$ cat config.mk
export PLATFORM = sky130hd
export DESIGN_NAME = fetch_pc_unit_flat
export DESIGN_NICKNAME = d
export VERILOG_FILES = /design/src/rtl/fetch_pc_if.sv /design/src/rtl/fetch_pc_unit.sv /design/src/flat_wrapper.sv
export SDC_FILE = /design/constraint.sdc
export NUM_CORES = 1
export LEC_CHECK = 0
export BUFFER_PORTS_ARGS = -buffer_cell sky130_fd_sc_hd__buf_2
export CORE_MARGIN = 5
export CORE_UTILIZATION = 49
export CTS_CLUSTER_DIAMETER = 50
export DETAILED_ROUTE_END_ITERATION = 10
export PLACE_DENSITY = 0.82
export SLEW_MARGIN = 20
export SYNTH_ARGS = -nofsm -noshare
export SYNTH_HDL_FRONTEND = slang
export SYNTH_SLANG_ARGS = --single-unit
$ cat constraint.sdc
create_clock -name CLK -period 2.1 [get_ports CLK]
set_input_delay 0.315 -clock CLK [delete_from_list [all_inputs] [get_ports CLK]]
set_output_delay 0.315 -clock CLK [all_outputs]
set_load 0.02 [all_outputs]
$ cat src/rtl/fetch_pc_if.sv
// Fetch PC unit bus: predictor/decoder inputs and fetch pipeline PC outputs.
// The fetch unit uses the master modport; the predictor/pipeline side uses slave.
interface fetch_pc_if;
  logic        if_is_comp;
  logic        if_prediction;
  logic [10:0] if_PBT;
  logic        id_is_jump;
  logic        id_jump_in_bht;
  logic [10:0] id_branchtarget;
  logic        id_mret;
  logic [1:0]  exe_correction;
  logic [10:0] exe_PBT;
  logic [10:0] exe_CNI;
  logic        flush;
  logic        int_req;
  logic [10:0] if_PC;
  logic [10:0] id_PC;
  logic [10:0] exe_PC;
  logic        id_valid;
  logic        exe_valid;
  logic        ISR_running;
  logic        int_ack;
  logic [15:0] perf_branches;
  logic [15:0] perf_mispredicts;

  modport master (
    input  if_is_comp, if_prediction, if_PBT, id_is_jump, id_jump_in_bht,
           id_branchtarget, id_mret, exe_correction, exe_PBT, exe_CNI, flush, int_req,
    output if_PC, id_PC, exe_PC, id_valid, exe_valid, ISR_running, int_ack,
           perf_branches, perf_mispredicts
  );

  modport slave (
    output if_is_comp, if_prediction, if_PBT, id_is_jump, id_jump_in_bht,
           id_branchtarget, id_mret, exe_correction, exe_PBT, exe_CNI, flush, int_req,
    input  if_PC, id_PC, exe_PC, id_valid, exe_valid, ISR_running, int_ack,
           perf_branches, perf_mispredicts
  );
endinterface

$ cat src/rtl/fetch_pc_unit.sv
// Fetch PC selection, IF->ID->EXE PC pipeline and interrupt entry/return sequencer.
// Optional performance counters are built when BP_PERF_EN is defined.
module fetch_pc_unit (
  input  logic        CLK,
  input  logic        nrst,
  input  logic        en,
  input  logic        stall,
  fetch_pc_if.master  bus
);
  localparam int unsigned AW = 11;
  localparam int unsigned PW = 16;
  localparam logic [AW-1:0] RESET_PC   = 11'h000;
  localparam logic [AW-1:0] ISR_VECTOR = 11'h600;

  typedef enum logic [1:0] {S_RUN, S_ENTER, S_ISR, S_RETURN} state_t;

  state_t        state_q, state_d;
  logic [AW-1:0] if_pc_q, id_pc_q, exe_pc_q, saved_pc_q, saved_pc_d;
  logic [AW-1:0] next_pc, seq_pc, corr_pc;
  logic          id_valid_q, exe_valid_q, isr_running_q;
  logic          active, corr_hit, squash, int_ack_c;

  assign active   = en && !stall;
  assign seq_pc   = if_pc_q + (bus.if_is_comp ? AW'(1) : AW'(2));
  assign corr_hit = bus.exe_correction[1];
  assign corr_pc  = bus.exe_correction[0] ? bus.exe_PBT : bus.exe_CNI;

  // Next-PC select and sequencer; ENTER/RETURN targets override EXE corrections
  always_comb begin
    state_d    = state_q;
    saved_pc_d = saved_pc_q;
    int_ack_c  = 1'b0;
    squash     = 1'b0;
    if (corr_hit)
      next_pc = corr_pc;
    else if (bus.id_is_jump && !bus.id_jump_in_bht && id_valid_q)
      next_pc = bus.id_branchtarget;
    else if (bus.if_prediction)
      next_pc = bus.if_PBT;
    else
      next_pc = seq_pc;

    case (state_q)
      S_RUN: begin
        if (bus.int_req && !corr_hit) begin
          state_d    = S_ENTER;
          saved_pc_d = seq_pc;
        end
      end
      S_ENTER: begin
        next_pc   = ISR_VECTOR;
        int_ack_c = active;
        squash    = 1'b1;
        state_d   = S_ISR;
        if (corr_hit) saved_pc_d = corr_pc;
      end
      S_ISR: begin
        if (bus.id_mret && id_valid_q) state_d = S_RETURN;
      end
      S_RETURN: begin
        next_pc = saved_pc_q;
        squash  = 1'b1;
        state_d = S_RUN;
        if (corr_hit) saved_pc_d = corr_pc;
      end
      default: state_d = S_RUN;
    endcase
  end

  always_ff @(posedge CLK) begin
    if (!nrst)
      state_q <= S_RUN;
    else if (active)
      state_q <= state_d;
  end

  // PC pipeline; squash kills both younger slots on interrupt entry/return
  always_ff @(posedge CLK) begin
    if (!nrst) begin
      if_pc_q       <= RESET_PC;
      id_pc_q       <= '0;
      exe_pc_q      <= '0;
      saved_pc_q    <= '0;
      id_valid_q    <= 1'b0;
      exe_valid_q   <= 1'b0;
      isr_running_q <= 1'b0;
    end else if (active) begin
      if_pc_q     <= next_pc;
      id_pc_q     <= if_pc_q;
      exe_pc_q    <= id_pc_q;
      saved_pc_q  <= saved_pc_d;
      id_valid_q  <= !bus.flush && !squash;
      exe_valid_q <= id_valid_q && !bus.flush && !squash;
      if (state_q == S_ENTER)
        isr_running_q <= 1'b1;
      else if (state_q == S_RETURN)
        isr_running_q <= 1'b0;
    end
  end

`ifdef BP_PERF_EN
  logic [PW-1:0] branches_q, mispredicts_q;

  // Saturating resolved-branch and misprediction counters
  always_ff @(posedge CLK) begin
    if (!nrst) begin
      branches_q    <= '0;
      mispredicts_q <= '0;
    end else if (active) begin
      if (exe_valid_q && bus.exe_correction != 2'b01 && branches_q != '1)
        branches_q <= branches_q + PW'(1);
      if (corr_hit && mispredicts_q != '1)
        mispredicts_q <= mispredicts_q + PW'(1);
    end
  end

  assign bus.perf_branches    = branches_q;
  assign bus.perf_mispredicts = mispredicts_q;
`else
  assign bus.perf_branches    = PW'(0);
  assign bus.perf_mispredicts = PW'(0);
`endif

  assign bus.if_PC       = if_pc_q;
  assign bus.id_PC       = id_pc_q;
  assign bus.exe_PC      = exe_pc_q;
  assign bus.id_valid    = id_valid_q;
  assign bus.exe_valid   = exe_valid_q;
  assign bus.ISR_running = isr_running_q;
  assign bus.int_ack     = int_ack_c;
endmodule

$ cat src/flat_wrapper.sv
// flat-port wrapper written by rule: the top's interface ports become plain ports
module fetch_pc_unit_flat 
  (CLK, nrst, en, stall, bus_if_is_comp, bus_if_prediction, bus_if_PBT, bus_id_is_jump, bus_id_jump_in_bht, bus_id_branchtarget, bus_id_mret, bus_exe_correction, bus_exe_PBT, bus_exe_CNI, bus_flush, bus_int_req, bus_if_PC, bus_id_PC, bus_exe_PC, bus_id_valid, bus_exe_valid, bus_ISR_running, bus_int_ack, bus_perf_branches, bus_perf_mispredicts);
  fetch_pc_if bus_i ();
  input  logic CLK;
  input  logic nrst;
  input  logic en;
  input  logic stall;
  input wire logic [$bits(bus_i.if_is_comp)-1:0] bus_if_is_comp;
  input wire logic [$bits(bus_i.if_prediction)-1:0] bus_if_prediction;
  input wire logic [$bits(bus_i.if_PBT)-1:0] bus_if_PBT;
  input wire logic [$bits(bus_i.id_is_jump)-1:0] bus_id_is_jump;
  input wire logic [$bits(bus_i.id_jump_in_bht)-1:0] bus_id_jump_in_bht;
  input wire logic [$bits(bus_i.id_branchtarget)-1:0] bus_id_branchtarget;
  input wire logic [$bits(bus_i.id_mret)-1:0] bus_id_mret;
  input wire logic [$bits(bus_i.exe_correction)-1:0] bus_exe_correction;
  input wire logic [$bits(bus_i.exe_PBT)-1:0] bus_exe_PBT;
  input wire logic [$bits(bus_i.exe_CNI)-1:0] bus_exe_CNI;
  input wire logic [$bits(bus_i.flush)-1:0] bus_flush;
  input wire logic [$bits(bus_i.int_req)-1:0] bus_int_req;
  output wire logic [$bits(bus_i.if_PC)-1:0] bus_if_PC;
  output wire logic [$bits(bus_i.id_PC)-1:0] bus_id_PC;
  output wire logic [$bits(bus_i.exe_PC)-1:0] bus_exe_PC;
  output wire logic [$bits(bus_i.id_valid)-1:0] bus_id_valid;
  output wire logic [$bits(bus_i.exe_valid)-1:0] bus_exe_valid;
  output wire logic [$bits(bus_i.ISR_running)-1:0] bus_ISR_running;
  output wire logic [$bits(bus_i.int_ack)-1:0] bus_int_ack;
  output wire logic [$bits(bus_i.perf_branches)-1:0] bus_perf_branches;
  output wire logic [$bits(bus_i.perf_mispredicts)-1:0] bus_perf_mispredicts;
  assign bus_i.if_is_comp = bus_if_is_comp;
  assign bus_i.if_prediction = bus_if_prediction;
  assign bus_i.if_PBT = bus_if_PBT;
  assign bus_i.id_is_jump = bus_id_is_jump;
  assign bus_i.id_jump_in_bht = bus_id_jump_in_bht;
  assign bus_i.id_branchtarget = bus_id_branchtarget;
  assign bus_i.id_mret = bus_id_mret;
  assign bus_i.exe_correction = bus_exe_correction;
  assign bus_i.exe_PBT = bus_exe_PBT;
  assign bus_i.exe_CNI = bus_exe_CNI;
  assign bus_i.flush = bus_flush;
  assign bus_i.int_req = bus_int_req;
  assign bus_if_PC = bus_i.if_PC;
  assign bus_id_PC = bus_i.id_PC;
  assign bus_exe_PC = bus_i.exe_PC;
  assign bus_id_valid = bus_i.id_valid;
  assign bus_exe_valid = bus_i.exe_valid;
  assign bus_ISR_running = bus_i.ISR_running;
  assign bus_int_ack = bus_i.int_ack;
  assign bus_perf_branches = bus_i.perf_branches;
  assign bus_perf_mispredicts = bus_i.perf_mispredicts;
  fetch_pc_unit u_core (.CLK(CLK), .nrst(nrst), .en(en), .stall(stall), .bus(bus_i));
endmodule
# Word level (Yosys, flattened, before mapping)
# Cells that the tools add are included.
# word_totals
inputBits	57
out_inout_bits	69
reg_bits	49
# classes
addsub	1
mux	16
n_reduce_logical	20
n_eq_ne	6
# op_table
cell	n
two-way mux 11 bit	6
case mux 11 bit (2 select lines)	2
adder 11 bit	1
logical AND 1 bit	8
case mux 2 bit (4 select lines)	1
two-way mux 2 bit	3
!= test 2 x 1 -> 1 bit (second input constant)	3
zero test 1 bit	5
== test 2 bit (second input constant)	2
two-way mux 1 bit	4
AND reduction 4 bit	1
nonzero test 2 bit	2
AND reduction 3 bit	1
== test 2 x 1 -> 1 bit (second input constant)	1
zero test 2 bit	1
AND reduction 2 bit	1
OR reduction 2 bit	1

# Longest topological paths before layout
# Gate-level depths: netlist of run 1.
# logic_depth
word_depth	6
mapped_depth	8
ltp_nobuf	8

# Worst setup path before layout of run 1
# OpenSTA, ideal clock, no wires.
# synth_path
path_kind	register to register
start	register u_core.if_pc_q[0] (netlist: u_core.bus.if_PC[0])
end	register u_core.saved_pc_q[10]
arrival_ns	1.938
setup_slack_ns	0.093
required_time_ns	2.031
path_stages_with_launch	9
synth_period_minus_slack_ns	2.007
path_cell_list	dfxtp_1 ha_1 inv_1 fa_1 nand2b_1 nor4_2 xor2_1 o21ai_0 o21ai_1
# synth_via
elab_chain_cells	3
# synth_lines
item	line	text
start, declared	fetch_pc_unit.sv:18	logic [AW-1:0] if_pc_q, id_pc_q, exe_pc_q, saved_pc_q, saved_pc_d;
start signal, assigned	fetch_pc_unit.sv:88	if_pc_q <= next_pc;
adder 11 bit	fetch_pc_unit.sv:24	assign seq_pc = if_pc_q + (bus.if_is_comp ? AW'(1) : AW'(2));
two-way mux 11 bit	fetch_pc_unit.sv:45	if (bus.int_req && !corr_hit) begin
case mux 11 bit (2 select lines)	fetch_pc_unit.sv:43	case (state_q)
end signal, assigned	fetch_pc_unit.sv:91	saved_pc_q <= saved_pc_d;
end, declared	fetch_pc_unit.sv:18	
# No other way between the ends. The select of a mux whose other input is x is not followed.
# A chain may end at the register's enable or synchronous reset.

# Final worst setup path of run 1
# layout_path
start	register u_core.state_q[1]
end	register u_core.saved_pc_q[6]
# layout_via
elab_chain_cells	4
elab_cells_between_ends	9
classes_between	4 x eq/ne; 1 x mux; 4 x reduce/logical
# layout_lines
item	line	text
start, declared	fetch_pc_unit.sv:17	state_t state_q, state_d;
start signal, assigned	fetch_pc_unit.sv:74	state_q <= state_d;
== test 2 bit or == test 2 x 1 -> 1 bit (tied branches)	fetch_pc_unit.sv:43	
OR reduction 2 bit (no line)	--	
!= test 2 x 1 -> 1 bit (no line) or nonzero test 2 bit (tied branches)	--	
AND reduction 4 bit (no line)	--	
# Parallel ways exist; a longest one is shown, timed or not.

==> results of run 1 <==
-- logic make-up (layout without fill, tap and decap cells) --
logic type	count (synthesis)	count (layout)
and+or+nand+nor	156	156
AOI/OAI and AO/OA	93	93
buffers and inverters	68	124
DFF	49	49
muxes	16	16
xor gates and xnor gates	9	9
adders and majority gates	7	7
other	1	32
-- power groups by stage --
stage / clock network [mW] / logic, mW / registers [mW]
after global placement: 0 / 0.400 / 1.01
after detailed placement: 0 / 0.408 / 1.01
after floorplan: 0 / 0.290 / 1.03
after CTS: 0.807 / 0.410 / 0.989
after global routing: 0.846 / 0.455 / 0.994
final: 0.797 / 0.416 / 0.991
-- cell usage after synthesis, types with 8 or more instances --
| cell type | count |
|---|---|
| a21oi_1 | 19 |
| nand3_1 | 17 |
| buf_4 | 32 |
| mux2i_1 | 13 |
| nand2_1 | 87 |
| dfxtp_1 | 49 |
| o21ai_0 | 16 |
| nor2_1 | 20 |
| inv_1 | 9 |
| a21boi_0 | 26 |
| clkbuf_1 | 14 |
| buf_2 | 8 |
-- worst max-delay path, cell delays in order (launching register included) --
cell	delay, ns
dfxtp_1	0.38
inv_1	0.09
ha_1	0.27
or2_1	0.33
and3_4	0.23
o21a_4	0.24
and3_1	0.17
a32o_1	0.21
-- routing by layer --
layer | vias up | track usage [%] | wire, µm
met2 | 145 | 35.0 | 4010
met1 | 1317 | 27.6 | 3510
met4 | 0 | 7.71 | 108
met5 | - | 0 | 0
li1 | 1471 | - | -
met3 | 10 | 4.52 | 758
-- stage by stage --
step | util [%] | total power, mW | hold WS [ns] | cells
6_report | 60.9 | 2.20 | 0.306 | 561
5_1_grt | 60.9 | 2.30 | 0.324 | 561
4_1_cts | 60.5 | 2.21 | 0.306 | 561
3_5_place_dp | 58.2 | 1.42 | 0.449 | 553
3_3_place_gp | 58.2 | 1.41 | 0.438 | 553
2_1_floorplan | - | 1.32 | 0.430 | 430
-- final cells by class --
cell class	instances	area, µm²	area share, %
timing repair buffer	107	571	15.6
multi-input combinational	313	1830	50.2
clock inverter	3	65.1	1.78
inverter	9	33.8	0.926
sequential	49	983	27.0
tap	75	93.8	2.57
clock buffer	5	68.8	1.89
-- sequential cells by signal, indices dropped and copies added (netlist names) --
name	count
u_core.saved_pc_q	11
u_core.bus.exe_PC	11
u_core.bus.exe_valid	1
u_core.bus.ISR_running	1
u_core.bus.id_valid	1
u_core.state_q	2
u_core.bus.id_PC	11
u_core.bus.if_PC	11
-- worst paths after layout --
check | endpoint | cells past startpoint
hold / removal | u_core.bus.if_PC[5]$_SDFFE_PN0P_ | 3
setup / recovery | u_core.saved_pc_q[6]$_SDFFE_PN0P_ | 7
hold reg to reg | u_core.saved_pc_q[5]$_SDFFE_PN0P_ | 2
setup reg to reg | u_core.saved_pc_q[6]$_SDFFE_PN0P_ | 7
==> impl_metrics.tcl, run 1 <==
set metrics [dict create \
    status "completed" \
    p_sw_uw 621 \
    synth-compound-area-share_pct 20.7 \
    seq_area_frac_synth_pct 32.1 \
    cts_buffers 5 \
    syn_area_um2 3060 \
    synth_top_family_by_area "simple AND/OR/NAND/NOR gates" \
    setup_viol 0 \
    die_area_um2 7930 \
    hold_start "bus_id_branchtarget[5]" \
    layout_min_cycle_time_ns 2.01 \
    ff2ff_setup_slack_ns 0.09 \
    ys_ff_latch 49 \
    synth_xor_area_share_pct 2.58 \
    ios 126 \
    final_cell_area_um2 3650 \
    r2r_start "u_core.state_q[1]$_SDFFE_PN0P_" \
    hold_viol 0 \
    grt_max_degree 44 \
    max_cap_viol_count 0 \
    cts_hold_buf 0 \
    drc 0 \
    fmax_ghz 0.497 \
    worstSkewPairLatency_ns 0.31 \
    dr.first_iter.drc_count 206 \
    tritoncts "yes" \
    dp_slack_ns 0.0300 \
    yosysTopAreaCell "dfxtp_1" \
    ctsHtreeMaxLevel 2 \
    cts_sinks 49 \
    pwr-share-comb_pct 18.9 \
    rows 28 \
    clk_pin_slew_ns 0.10 \
    cp.required_ns 2.31 \
    worstSetupPathType "reg2reg" \
    power.internal_mw 1.58 \
    core_area_um2 5990 \
    grt_pass1_wl_mm 13.3 \
    cts_buffer_depth 2 \
    setup-tns-final_ns 0 \
    clkPwrFrac_pct 36.2 \
    wl_mm 8.39 \
    arrival_ns 2.22 \
    n_fill_cell 544 \
    syn_inst 399 \
    synthArstFlopShare_pct 0 \
    cp_max_fo 8 \
    synthMuxAreaShare_pct 5.36 \
    dpl.hpwl_mm 6.39 \
    start_util_pct 51.1 \
    gr-total-overflow 0 \
    post-cts-setup-buffer-count 0 \
    vias_per_cell 5.25 \
    place_area_um2 3490 \
    wire_per_inst_um 14.9 \
    power_density_nw_per_um2 604 \
    switching_share_pct 28.2 \
    synthSimpleGateAreaFrac_pct 23.2 \
    rsz0062_at_grt "false" \
    hold_path.class "in2reg" \
    layout_commonest_cell "buf_2" \
    vias 2943 \
    worstSetupEndpointType "flip-flop" \
    final.setup.worst_slack_ns 0.0890 \
    irDropWorstVdd_mv 0.481 \
    area_growth_pct 19.2 \
    die_w_um 89.0 \
    yosysWarningCount 0 \
    fin_crit_sh_pct 95.8 \
    diodes 0 \
    fin_nets 549 \
    leakage_nw 1.67 \
    grt_pass1_vias 2835 \
    synth.area.top_cells "dfxtp_1, nand2_1, buf_4" \
    yosysTopAreaCellShare_pct 32.1 \
    crit_path_start_kind "flip-flop" \
    synthFlopType "dfxtp_1" \
    synth-edff-count 0 \
    drive_gt1_share_pct 26.7 \
    antenna_found_initial 0 \
    root_buffer "clkbuf_8" \
    synth_cell_types 52 \
    pwr-share-seq_pct 45.0 \
    track_usage_pct 21.3 \
    antenna_left 0 \
    die_h_um 89.0 \
    synth.avg_cell_area_um2 7.67 \
    ctsResizeCount 0 \
    portBuffers 93 \
    first_pass_iters 5 \
    finalClockSkew_ns 0.0127 \
    place.gp.congestion 0.880 \
    crit_path_start "u_core.state_q[1]$_SDFFE_PN0P_" \
    synth_fa_ha_area_share_pct 3.11 \
    drv_slew 0 \
    final_cell_mix "buf_2, nand2_1, dfxtp_1, conb_1, a21boi_0" \
]
Note: power is estimated with default switching activity, not from simulation.
==> run 2: changes to the inputs <==
--- a/config.mk
+++ b/config.mk
@@ -6,11 +6,14 @@
 export NUM_CORES = 1
 export LEC_CHECK = 0
 export BUFFER_PORTS_ARGS = -buffer_cell sky130_fd_sc_hd__buf_2
+export CELL_PAD_IN_SITES_DETAIL_PLACEMENT = 0
+export CELL_PAD_IN_SITES_GLOBAL_PLACEMENT = 1
 export CORE_MARGIN = 5
-export CORE_UTILIZATION = 49
+export CORE_UTILIZATION = 34
 export CTS_CLUSTER_DIAMETER = 50
 export DETAILED_ROUTE_END_ITERATION = 10
 export PLACE_DENSITY = 0.82
+export REMOVE_ABC_BUFFERS = 1
 export SLEW_MARGIN = 20
 export SYNTH_ARGS = -nofsm -noshare
 export SYNTH_HDL_FRONTEND = slang
==> impl_metrics.tcl, run 2 (synthesis gave the netlist of run 1 again) <==
set metrics [dict create \
    status "completed" \
    antenna_found_initial 0 \
    vias 3008 \
    leakage_nw 1.67 \
    grt_pass1_vias 2896 \
    layout_commonest_cell "buf_2" \
    vias_per_cell 5.03 \
    fin_crit_sh_pct 93.4 \
    layout_min_cycle_time_ns 1.96 \
    clk_pin_slew_ns 0.10 \
    die_w_um 105 \
    grt_pass1_wl_mm 14.6 \
    met3_usage_pct 4.69 \
    irDropWorstVdd_mv 0.282 \
    critPathTopFamily "simple AND/OR/NAND/NOR gates" \
    final_cell_mix "buf_2, nand2_1, dfxtp_1, conb_1, a21boi_0" \
    wl_mm 9.07 \
    crit_path_start "u_core.state_q[1]$_SDFFE_PN0P_" \
    pwr-share-seq_pct 48.4 \
    p_sw_uw 630 \
    r2r_start "u_core.state_q[1]$_SDFFE_PN0P_" \
    crit_path_start_kind "flip-flop" \
    clkPwrFrac_pct 30.8 \
    gr-usage-met1_pct 21.5 \
    n_fill_cell 916 \
    hold_start "nrst" \
    diodes 0 \
    pwr-share-comb_pct 20.7 \
    portBuffers 93 \
    busiest_layer "met2" \
    slew_headroom_pct 67.9 \
    rsz0062_at_grt "false" \
    worstSkewPairLatency_ns 0.31 \
    fin_nets 553 \
    drc 0 \
    crit_chain "inv_1, ha_1, or2_1, and3_4, o21ai_2, nand2_1, a21boi_0" \
    ios 126 \
    crit_buf_inv 1 \
    multi_input_area_um2 1820 \
    finalClockSkew_ns 0.0109 \
    arrival_ns 2.19 \
    hold_path.class "in2reg" \
    setup_viol 0 \
    first_pass_iters 4 \
    ctsHtreeMaxLevel 2 \
    start_util_pct 34.9 \
    cts_buffer_depth 2 \
    cp_max_fo 10 \
    dp_slack_ns 0.0332 \
    core_area_um2 8760 \
    final.setup.worst_slack_ns 0.139 \
    hold_viol 0 \
    root_buffer "clkbuf_8" \
    die_area_um2 11000 \
    cp.required_ns 2.33 \
    cpMaxStageDelayCell "o21ai_2" \
    total_power_mw 2.04 \
    tightest_slew_ns 0.470 \
    gr-total-overflow 0 \
    die_h_um 105 \
    power.internal_mw 1.41 \
    antenna_left 0 \
    track_usage_pct 16.2 \
    cts_sinks 49 \
    power_density_nw_per_um2 554 \
    max_cap_viol_count 0 \
    dpl.hpwl_mm 6.69 \
    cts_buffers 5 \
    tritoncts "yes" \
    wire_per_inst_um 15.2 \
    worstSetupEndpointType "flip-flop" \
    use_met2_pct 25.8 \
    place.gp.congestion 0.812 \
    final-seq-area_um2 982 \
    rows 34 \
    switching_share_pct 30.8 \
    grt_max_degree 50 \
    area_growth_pct 20.5 \
    worstSetupPathType "reg2reg" \
    slowest_delay_ns 0.40 \
    drv_slew 0 \
    fmax_ghz 0.510 \
    dr.first_iter.drc_count 150 \
    drive_gt1_share_pct 27.1 \
]
-- run 2: repair_timing --
item,in CTS,in global routing
endpoints found under the setup margin,0,7
hold buffers,0,0
buffers inserted,0,1
resized for setup,0,6
hold endpoints to repair,0,0
-- run 2: through the flow --
step | hold WS (ns) | cells | util [%] | setup TNS (ns) | cell area, µm²
CTS | 0.315 | 597 | 41.8 | 0 | 3670
finish | 0.318 | 598 | 42.1 | 0 | 3690
floorplan | 0.424 | 371 | - | -13.45 | 2820
global placement | 0.439 | 589 | 40.7 | 0 | 3570
detailed placement | 0.442 | 589 | 40.7 | 0 | 3570
global route | 0.329 | 598 | 42.1 | 0 | 3690
-- run 2: routing by layer --
metal	vias up	share of wire, %	wire, µm
met3	4	9.7	884
met2	143	46	4150
met1	1382	44	3980
li1	1479	-	-
met4	0	0.65	59
met5	-	0	0
-- run 2: power groups by stage --
| stage | logic (mW) | clock network, mW | registers (mW) |
|---|---|---|---|
| 6_report | 0.424 | 0.630 | 0.989 |
| 4_1_cts | 0.421 | 0.644 | 0.989 |
| 3_3_place_gp | 0.416 | 0 | 1.01 |
| 3_5_place_dp | 0.420 | 0 | 1.01 |
| 2_1_floorplan | 0.211 | 0 | 1.03 |
| 5_1_grt | 0.468 | 0.684 | 0.994 |
-- run 2: layout make-up --
class                           instances  area share [%]
Tap cell                              108            3.66
Inverter                                9           0.916
Clock buffer                            7            2.61
Sequential cell                        49            26.6
Clock inverter                          1           0.136
Timing Repair Buffer                  111            16.6
Multi-Input combinational cell        313            49.4
-- run 2: worst register-to-register path: stages, from the launching register on --
cell and delay [ns]:
dfxtp_1 0.37, inv_1 0.08, ha_1 0.24, or2_1 0.33
and3_4 0.23, o21ai_2 0.40, nand2_1 0.10, a21boi_0 0.15
-- run 2: worst paths after layout --
| check | to | slack [ns] | depth (start not counted) |
|---|---|---|---|
| min reg2reg | u_core.saved_pc_q[5]$_SDFFE_PN0P_ | 0.46 | 2 |
| max | u_core.saved_pc_q[1]$_SDFFE_PN0P_ | 0.14 | 7 |
| max reg2reg | u_core.saved_pc_q[1]$_SDFFE_PN0P_ | 0.14 | 7 |
| min | u_core.state_q[0]$_SDFFE_PN0P_ | 0.32 | 3 |
